===== src/rtl/mips_mc_pkg.sv =====
// Shared encodings for the multicycle MIPS main control: state codes, opcodes,
// datapath mux selects and the control word produced by the output decoder.
package mips_mc_pkg;

  typedef enum logic [3:0] {
    S_FETCH    = 4'd0,
    S_DECODE   = 4'd1,
    S_MEMADR   = 4'd2,
    S_MEMRD    = 4'd3,
    S_MEMWB    = 4'd4,
    S_MEMWR    = 4'd5,
    S_EXEC     = 4'd6,
    S_ALUWB    = 4'd7,
    S_BRANCH   = 4'd8,
    S_ADDIEX   = 4'd9,
    S_ADDIWB   = 4'd10,
    S_JUMP     = 4'd11,
    S_JAL      = 4'd12,
    S_BRANCHNE = 4'd13,
    S_ILLEGAL  = 4'd15
  } state_t;

  localparam logic [5:0] OP_RTYPE = 6'b000000;
  localparam logic [5:0] OP_LW    = 6'b100011;
  localparam logic [5:0] OP_SW    = 6'b101011;
  localparam logic [5:0] OP_BEQ   = 6'b000100;
  localparam logic [5:0] OP_BNE   = 6'b000101;
  localparam logic [5:0] OP_ADDI  = 6'b001000;
  localparam logic [5:0] OP_J     = 6'b000010;
  localparam logic [5:0] OP_JAL   = 6'b000011;

  localparam logic [1:0] REGDST_RT = 2'b00;
  localparam logic [1:0] REGDST_RD = 2'b01;
  localparam logic [1:0] REGDST_RA = 2'b10;

  localparam logic [1:0] MEMTOREG_ALUOUT = 2'b00;
  localparam logic [1:0] MEMTOREG_MDR    = 2'b01;
  localparam logic [1:0] MEMTOREG_PC     = 2'b10;

  localparam logic [1:0] SRCB_B       = 2'b00;
  localparam logic [1:0] SRCB_FOUR    = 2'b01;
  localparam logic [1:0] SRCB_IMM     = 2'b10;
  localparam logic [1:0] SRCB_IMM_SH2 = 2'b11;

  localparam logic [1:0] ALUOP_ADD   = 2'b00;
  localparam logic [1:0] ALUOP_SUB   = 2'b01;
  localparam logic [1:0] ALUOP_FUNCT = 2'b10;

  localparam logic [1:0] PCSRC_ALU    = 2'b00;
  localparam logic [1:0] PCSRC_ALUOUT = 2'b01;
  localparam logic [1:0] PCSRC_JUMP   = 2'b10;

  typedef struct packed {
    logic       pc_write;
    logic       branch;
    logic       branch_ne;
    logic       iord;
    logic       mem_read;
    logic       mem_write;
    logic       ir_write;
    logic [1:0] reg_dst;
    logic [1:0] mem_to_reg;
    logic       reg_write;
    logic       alu_src_a;
    logic [1:0] alu_src_b;
    logic [1:0] alu_op;
    logic [1:0] pc_src;
    logic       retire;
  } ctrl_t;

endpackage


===== src/rtl/mips_mc_outdec.sv =====
// Pure state -> control word decoder. FETCH write enables and MEMWR retire are
// raw here; the top qualifies them with MemReady.
module mips_mc_outdec
  import mips_mc_pkg::*;
(
  input  state_t state,
  output ctrl_t  ctrl
);

  always_comb begin
    ctrl = '0;
    case (state)
      S_FETCH: begin
        ctrl.mem_read  = 1'b1;
        ctrl.alu_src_b = SRCB_FOUR;
        ctrl.ir_write  = 1'b1;
        ctrl.pc_write  = 1'b1;
      end
      S_DECODE: ctrl.alu_src_b = SRCB_IMM_SH2;
      S_MEMADR, S_ADDIEX: begin
        ctrl.alu_src_a = 1'b1;
        ctrl.alu_src_b = SRCB_IMM;
      end
      S_MEMRD: begin
        ctrl.mem_read = 1'b1;
        ctrl.iord     = 1'b1;
      end
      S_MEMWB: begin
        ctrl.reg_write  = 1'b1;
        ctrl.mem_to_reg = MEMTOREG_MDR;
        ctrl.retire     = 1'b1;
      end
      S_MEMWR: begin
        ctrl.mem_write = 1'b1;
        ctrl.iord      = 1'b1;
        ctrl.retire    = 1'b1;
      end
      S_EXEC: begin
        ctrl.alu_src_a = 1'b1;
        ctrl.alu_op    = ALUOP_FUNCT;
      end
      S_ALUWB: begin
        ctrl.reg_write = 1'b1;
        ctrl.reg_dst   = REGDST_RD;
        ctrl.retire    = 1'b1;
      end
      S_BRANCH, S_BRANCHNE: begin
        ctrl.alu_src_a = 1'b1;
        ctrl.alu_op    = ALUOP_SUB;
        ctrl.pc_src    = PCSRC_ALUOUT;
        ctrl.branch    = (state == S_BRANCH);
        ctrl.branch_ne = (state == S_BRANCHNE);
        ctrl.retire    = 1'b1;
      end
      S_ADDIWB: begin
        ctrl.reg_write = 1'b1;
        ctrl.retire    = 1'b1;
      end
      S_JUMP: begin
        ctrl.pc_write = 1'b1;
        ctrl.pc_src   = PCSRC_JUMP;
        ctrl.retire   = 1'b1;
      end
      S_JAL: begin
        ctrl.pc_write   = 1'b1;
        ctrl.pc_src     = PCSRC_JUMP;
        ctrl.reg_write  = 1'b1;
        ctrl.reg_dst    = REGDST_RA;
        ctrl.mem_to_reg = MEMTOREG_PC;
        ctrl.retire     = 1'b1;
      end
      default: ctrl = '0;
    endcase
  end

endmodule


===== src/rtl/mips_mc_ctrl.sv =====
// Multicycle MIPS main control FSM: state register, dispatch, sticky Illegal flag
// and MemReady/Reset gating. Define MIPS_MC_BNE_EN to add bne via BRANCHNE.
module mips_mc_ctrl
  import mips_mc_pkg::*;
(
  input  logic       Clk,
  input  logic       Reset,
  input  logic [5:0] Opcode,
  input  logic       MemReady,
  output logic       PCWrite,
  output logic       Branch,
  output logic       BranchNe,
  output logic       IorD,
  output logic       MemRead,
  output logic       MemWrite,
  output logic       IRWrite,
  output logic [1:0] RegDst,
  output logic [1:0] MemtoReg,
  output logic       RegWrite,
  output logic       ALUSrcA,
  output logic [1:0] ALUSrcB,
  output logic [1:0] ALUOp,
  output logic [1:0] PCSrc,
  output logic       Retire,
  output logic       Illegal,
  output logic [3:0] State
);

  state_t state_q, state_d;
  logic   illegal_q, illegal_d;
  ctrl_t  cw;
  logic   run;

  always_comb begin
    state_d = state_q;
    case (state_q)
      S_FETCH:  if (MemReady) state_d = S_DECODE;
      S_DECODE: begin
        case (Opcode)
          OP_RTYPE:     state_d = S_EXEC;
          OP_LW, OP_SW: state_d = S_MEMADR;
          OP_BEQ:       state_d = S_BRANCH;
`ifdef MIPS_MC_BNE_EN
          OP_BNE:       state_d = S_BRANCHNE;
`endif
          OP_ADDI:      state_d = S_ADDIEX;
          OP_J:         state_d = S_JUMP;
          OP_JAL:       state_d = S_JAL;
          default:      state_d = S_ILLEGAL;
        endcase
      end
      S_MEMADR: state_d = (Opcode == OP_LW) ? S_MEMRD : S_MEMWR;
      S_MEMRD:  if (MemReady) state_d = S_MEMWB;
      S_MEMWR:  if (MemReady) state_d = S_FETCH;
      S_EXEC:   state_d = S_ALUWB;
      S_ADDIEX: state_d = S_ADDIWB;
      S_ALUWB, S_ADDIWB, S_MEMWB, S_BRANCH, S_BRANCHNE, S_JUMP, S_JAL:
        state_d = S_FETCH;
      S_ILLEGAL: state_d = S_ILLEGAL;
      default:   state_d = S_ILLEGAL;
    endcase
    illegal_d = illegal_q | (state_d == S_ILLEGAL);
  end

  always_ff @(posedge Clk or posedge Reset) begin
    if (Reset) begin
      state_q   <= S_FETCH;
      illegal_q <= 1'b0;
    end else begin
      state_q   <= state_d;
      illegal_q <= illegal_d;
    end
  end

  mips_mc_outdec u_outdec (
    .state (state_q),
    .ctrl  (cw)
  );

  // Reset is an asynchronous abort: every strobe is masked in the reset cycle itself.
  assign run      = ~Reset;
  assign PCWrite  = run & cw.pc_write & ((state_q != S_FETCH) | MemReady);
  assign IRWrite  = run & cw.ir_write & MemReady;
  assign Retire   = run & cw.retire & ((state_q != S_MEMWR) | MemReady);
  assign Branch   = run & cw.branch;
  assign MemRead  = run & cw.mem_read;
  assign MemWrite = run & cw.mem_write;
  assign RegWrite = run & cw.reg_write;

`ifdef MIPS_MC_BNE_EN
  assign BranchNe = run & cw.branch_ne;
`else
  logic bne_unused;
  assign bne_unused = cw.branch_ne;
  assign BranchNe   = 1'b0;
`endif

  assign IorD     = cw.iord;
  assign RegDst   = cw.reg_dst;
  assign MemtoReg = cw.mem_to_reg;
  assign ALUSrcA  = cw.alu_src_a;
  assign ALUSrcB  = cw.alu_src_b;
  assign ALUOp    = cw.alu_op;
  assign PCSrc    = cw.pc_src;
  assign Illegal  = illegal_q;
  assign State    = state_q;

endmodule


===== config.mk =====
export PLATFORM = sky130hd
export DESIGN_NAME = mips_mc_ctrl
export DESIGN_NICKNAME = d
export VERILOG_FILES = /design/src/rtl/mips_mc_pkg.sv /design/src/rtl/mips_mc_outdec.sv /design/src/rtl/mips_mc_ctrl.sv
export SDC_FILE = /design/constraint.sdc
export NUM_CORES = 1
export LEC_CHECK = 0
export BUFFER_PORTS_ARGS = -buffer_cell sky130_fd_sc_hd__buf_2
export CORE_UTILIZATION = 44
export DETAILED_ROUTE_END_ITERATION = 8
export GPL_TIMING_DRIVEN = 0
export PLACE_DENSITY = 0.77
export SYNTH_ARGS = -nofsm -noshare
export SYNTH_HDL_FRONTEND = slang
export SYNTH_SLANG_ARGS = --single-unit

===== constraint.sdc =====
create_clock -name Clk -period 1.92 [get_ports Clk]
set_input_delay 0.192 -clock Clk [delete_from_list [all_inputs] [get_ports Clk]]
set_output_delay 0.192 -clock Clk [all_outputs]
set_load 0.05 [all_outputs]

==> results.cfg, run 1 <==
[status]
status = complete, but fails checks
violations = negative setup slack

[synth]
yosysWarnings = 0
synthFlopType = dfrtp_1
syn_area_per_cell_um2 = 6.97
synth_cells = 98
synth_seq_cells = 5
netlist_area_um2 = 683
synth_edf_count = 0
async_reset_ff_frac = 1.00
synthTopCellsByArea = dfrtp_1, nor3_1, nand2b_1
synth.top_cell.area_share = 0.183
yosysSeqAreaShare = 0.183
synth_top_area_cell = dfrtp_1
syn_nets = 107
yosysUniqueCellTypes = 40

[cells_and_area]
diodes = 0
final_area_um2 = 1080
fillers = 84
num-nets-final = 145
final_util = 0.791
drive_gt1_frac = 0.541
syn2layout_area_growth_pct = 58.2

[detailed_routing]
routed_via_density = 6.05
wl_per_cell_um = 14.5
dr.pass1.iters = 4
ant_nets = 0
drtIter0Drc = 27
via_count = 908
routed_wl_um = 2180
remaining_drc_errors = 0

[clocking]
clock-root-buffer = clkbuf_4
numCtsBuffers = 3
clk_pin_slew_worst_paths_ns = 0.05
clk_path_buf_depth = 2
htreeDepth = 1
cts_tree = yes
cts.sinks = 5
clk_latency_ns = 0.25

[worst_setup_path]
ff2ff_setup_slack_ns = 0.19
critPathArrivalTime_ns = 1.74
cpLargestDelayFamily = flip-flops
critPathMaxStageDelay_ns = 0.47
cp_max_fo = 10
cp-end-kind = output port
critPathSlowestCell = dfrtp_2
required_ns = 1.73
timing.rr.end = Illegal
crit_chain = buf_6 > nor2_4 > nand2_2 > a211oi_2 > a31oi_2 > nor2_4 > buf_8
r2r_cells = 4
rr_startpoint = State[1]
crit_top_cell = nor2_4
worst_setup_path_start_kind = flop
worst-setup-path-type = flop to output port
critPathBufInv = 2

[global_routing]
grt_pass1_wl_um = 3310
grt_overflow = 0
grt_max_degree = 19
groute.usage.overall = 0.241
grt_pass1_vias = 757
grt_antenna_before_repair = 0

[timing]
maxSlewViolCount = 0
hold_viol = 0
fin_ws_ns = -0.0129
skew_ns = 0.00323
tns_ns = -0.0129
fmax_ghz = 0.517
period_minus_slack_ns = 1.93
post-route-period-util = 1.01
setup_viol = 1

[floorplanning]
die_area_um2 = 1710
fp.dieW_um = 41.4
rows = 13
initial_core_util = 0.500
die_h_um = 41.4
design.core.area_um2 = 1370
io_pins = 34

[min_path]
hold-path-endpoint = State[0]
hp-class = primary input to flop
min_path_cells = 4
hold_start = MemReady

[pwr]
comb_power_share = 0.807
pwr-share-clk = 0.062
p_total_mw = 2.08
sw_frac_of_total = 0.642
peakVddDrop_mv = 1.05
leakagePower_nw = 0.461
pwr-share-seq = 0.131
p_per_area_nw_per_um2 = 1920
p_sw_mw = 1.33
power.internal_mw = 0.745

[job]
drv_cap = 0

[placed_design]
post-place-ws_ns = 0.0411
place_area_um2 = 980
place.port_buffers = 32
hpwl_um = 1530
gp_congestion = 0.845
==> area by class of cell <==
class | count | area (µm²) | share of cell area
sequential | 5 | 133 | 0.123
tap | 15 | 18.8 | 0.0174
timing repair buffer | 35 | 204 | 0.189
multi-input combinational | 81 | 637 | 0.589
clock buffer | 4 | 26.3 | 0.0243
buffer | 6 | 47.5 | 0.0440
inverter | 4 | 15.0 | 0.0139
==> per-stage QoR <==
step / std cells / hold slack, ns
global route: 150 / 0.484
global placement: 145 / 0.235
floorplan: 98 / -0.0214
detailed placement: 145 / 0.235
CTS: 150 / 0.441
finish: 150 / 0.439
==> placed cells by master, fill, tap and decap left out, types with 4 or more instances in the layout <==
cell type,count
nor2_4,4
nor3_2,6
nand2_1,6
buf_2,31
buf_4,4
o21ai_0,4
nand2b_1,5
inv_1,4
a21oi_1,5
nor2_1,5
clkbuf_4,4
==> worst max path at each step <==
| stage | startpoint | endpoint | slack [ns] | cells after the start |
|---|---|---|---|---|
| finish | State[2] | PCWrite | -0.01 | 7 |
| global route | State[2] | PCWrite | -0.04 | 7 |
| CTS | State[2] | PCWrite | 0.009 | 8 |
| detailed placement | State[2] | Retire | 0.04 | 6 |
| global placement | State[2] | Retire | 0.05 | 6 |
| floorplan | State[1] | Branch | -0.25 | 3 |
==> cells in the mapped netlist, types with 2 or more instances <==
cell type  number
inv_1           4
nand2b_1        7
nor3_1          9
dfrtp_1         5
clkbuf_1        2
nand2_1         9
nor2b_1         3
buf_4           2
o21ai_0         6
nor2_1         10
or3_1           3
a21oi_1         5
buf_2           2
nand3_1         3
nor4b_1         2
buf_6           2
==> registers in the layout, summed over array words and instances, names as in the netlist <==
register,flops
Illegal,1
State,4
==> layer usage <==
layer  vias up  track usage  share of wire
met5         -            0              0
met4         0        0.123          0.031
met3        11       0.0261          0.070
met2        53        0.394           0.48
met1       411        0.311           0.42
li1        433            -              -
==> kinds of logic (layout without fill, tap and decap cells) <==
| group | count (synthesis) | in the layout | share of synthesized area |
|---|---|---|---|
| other cells | 1 | 1 | 0.00549 |
| mux | 1 | 1 | 0.0147 |
| buf+inv | 12 | 49 | 0.103 |
| simple gates | 52 | 52 | 0.410 |
| compound gates | 26 | 26 | 0.271 |
| xor+xnor | 1 | 1 | 0.0128 |
| flops | 5 | 5 | 0.183 |
==> worst reg2reg max path: stages (launching register included) <==
cell	delay [ns]
dfrtp_2	0.44
nand2b_2	0.26
or3_1	0.36
o311ai_1	0.37
a31o_1	0.22
==> power groups by stage <==
stage	logic [mW]	registers [mW]	clock network [mW]
2_1_floorplan	1.18	0.328	0
3_3_place_gp	1.58	0.211	0
3_5_place_dp	1.59	0.214	0
4_1_cts	1.63	0.237	0.121
5_1_grt	1.77	0.283	0.132
6_report	1.68	0.272	0.128
==> timing repair <==
action / in CTS / in global routing
hold buffers: 1 / 0
endpoints found under the hold margin: 5 / 0
setup buffers: 1 / 1
resized for setup: 11 / 11
endpoints found under the setup margin: 5 / 6
pin swaps: 2 / 2
Power figures use the tool's default switching activity.
==> inputs of run 2 (changes only) <==
SETUP_SLACK_MARGIN = 0.5   (was unset)
TNS_END_PERCENT = 1   (was unset)
==> results.cfg, run 2 (synthesis results as in run 1) <==
[detailed_routing]
remaining_drc_errors = 0
routed_via_density = 6.65
routed_wl_um = 3130
dr.pass1.iters = 4
wl_per_cell_um = 20.3
drtIter0Drc = 73
via_count = 1024
ant_nets = 0

[timing]
skew_ns = 0.000791
timing.hold.ws_ns = 0.469
post-route-period-util = 0.972
hold_viol = 0
setup_viol = 0
rsz0062_at_grt = true
fmax_ghz = 0.536
maxSlewViolCount = 0
period_minus_slack_ns = 1.87

[pwr]
power.internal_mw = 0.940
peakVddDrop_mv = 1.42
sw_frac_of_total = 0.615
p_per_area_nw_per_um2 = 1970
leakagePower_nw = 0.518
pwr-share-clk = 0.053
p_sw_mw = 1.50
pwr-share-seq = 0.101
comb_power_share = 0.846

[cells_and_area]
final_util = 0.904
mostFrequentLayoutCells = buf_2, buf_6, nand2_1, buf_4, nor3_2
diodes = 0
largest_register_ff_count = 4
num-nets-final = 149
final_cells = 154
fillers = 59
drive_gt1_frac = 0.597
syn2layout_area_growth_pct = 80.8
mostFrequentLayoutCell = buf_2

[clocking]
cts.sinks = 5
clk_pin_slew_worst_paths_ns = 0.05
cts_tree = yes
clk_path_buf_depth = 2
htreeDepth = 1
numCtsBuffers = 3
clock-root-buffer = clkbuf_4
clk_latency_ns = 0.25

[worst_setup_path]
r2r_cells = 7
worst-setup-path-type = flop to output port
cp_max_fo = 5
worst_setup_path_start_kind = flop
cp-end-kind = output port
critPathArrivalTime_ns = 1.67
cp-startpoint = State[2]
required_ns = 1.73
rr_startpoint = State[2]

[floorplanning]
initial_core_util = 0.500
design.core.area_um2 = 1370
die_h_um = 41.4
die_area_um2 = 1710
rows = 13
io_pins = 34
fp.dieW_um = 41.4

[placed_design]
gp_congestion = 0.813
place.port_buffers = 32
hpwl_um = 1530
dp.cells = 145

[min_path]
hold_start = MemReady
min_path_cells = 4
hp-class = primary input to flop

[job]
drv_cap = 0

[global_routing]
grtUsageMet3 = 0.0522
grt_overflow = 0
groute.usage.overall = 0.290
met1_usage = 0.374
grt_pass1_vias = 803
met2_usage = 0.513
busiest_layer = met2
grt_antenna_before_repair = 0
grt_max_degree = 11
grt_pass1_wl_um = 3890

[status]
status = finished clean
[run 2: changes by cell type in the layout (fill, tap and decap cells not counted), sizes merged]
cell	before	now
buf	39	43
[run 2: worst paths after layout]
check / end / slack [ns]
max: PCWrite / 0.05
min: State[0] / 0.47
max reg2reg: Illegal / 0.06
min reg2reg: Illegal / 0.61
max in group asynchronous: State[0] / 1.11
min in group asynchronous: State[0] / 0.58
[run 2: critical path: stages (launching register included)]
cell	delay (ns)
dfrtp_2	0.41
buf_8	0.14
buf_8	0.13
nor2_4	0.12
nand2_2	0.07
a211oi_2	0.22
a31oi_2	0.08
nor2_4	0.10
buf_6	0.16
[run 2: timing repair]
action | CTS | global route
endpoints found under the hold margin | 5 | 0
gates resized for setup | 10 | 26
gates cloned | 0 | 0
buffers inserted | 4 | 0
pin swaps | 3 | 3
hold buffers | 1 | 0
setup endpoints to repair | 21 | 23
[run 2: final cells by class]
type / count / area (µm²) / area share
multi-input combinational: 81 / 687 / 0.556
timing repair buffer: 37 / 260 / 0.211
sequential: 5 / 133 / 0.107
buffer: 8 / 92.6 / 0.0750
clock buffer: 4 / 26.3 / 0.0213
tap: 15 / 18.8 / 0.0152
inverter: 4 / 17.5 / 0.0142
[run 2: metal layers]
metal,up-vias,part of all wire
met1,489,0.36
met3,14,0.095
met5,-,0
li1,442,-
met4,0,0.035
met2,79,0.51
[run 2: power groups by stage]
stage               Sequential [mW]  Clock [mW]  Combinational, mW
finish                        0.246       0.129               2.06
global route                  0.249       0.139               2.14
CTS                           0.234       0.122               1.85
detailed placement            0.230           0               1.73
global placement              0.227           0               1.71
floorplan                     0.344           0               1.31
[run 2: through the flow]
step | setup TNS (ns) | power, mW | area [µm²] | worst slack, ns
2_1_floorplan | 0 | 1.65 | 872 | 0.0650
3_3_place_gp | 0 | 1.93 | 1050 | 0.0923
3_5_place_dp | 0 | 1.96 | 1050 | 0.0570
4_1_cts | 0 | 2.20 | 1150 | 0.0900
5_1_grt | -0.0433 | 2.53 | 1230 | -0.0315
6_report | 0 | 2.44 | 1230 | 0.0541
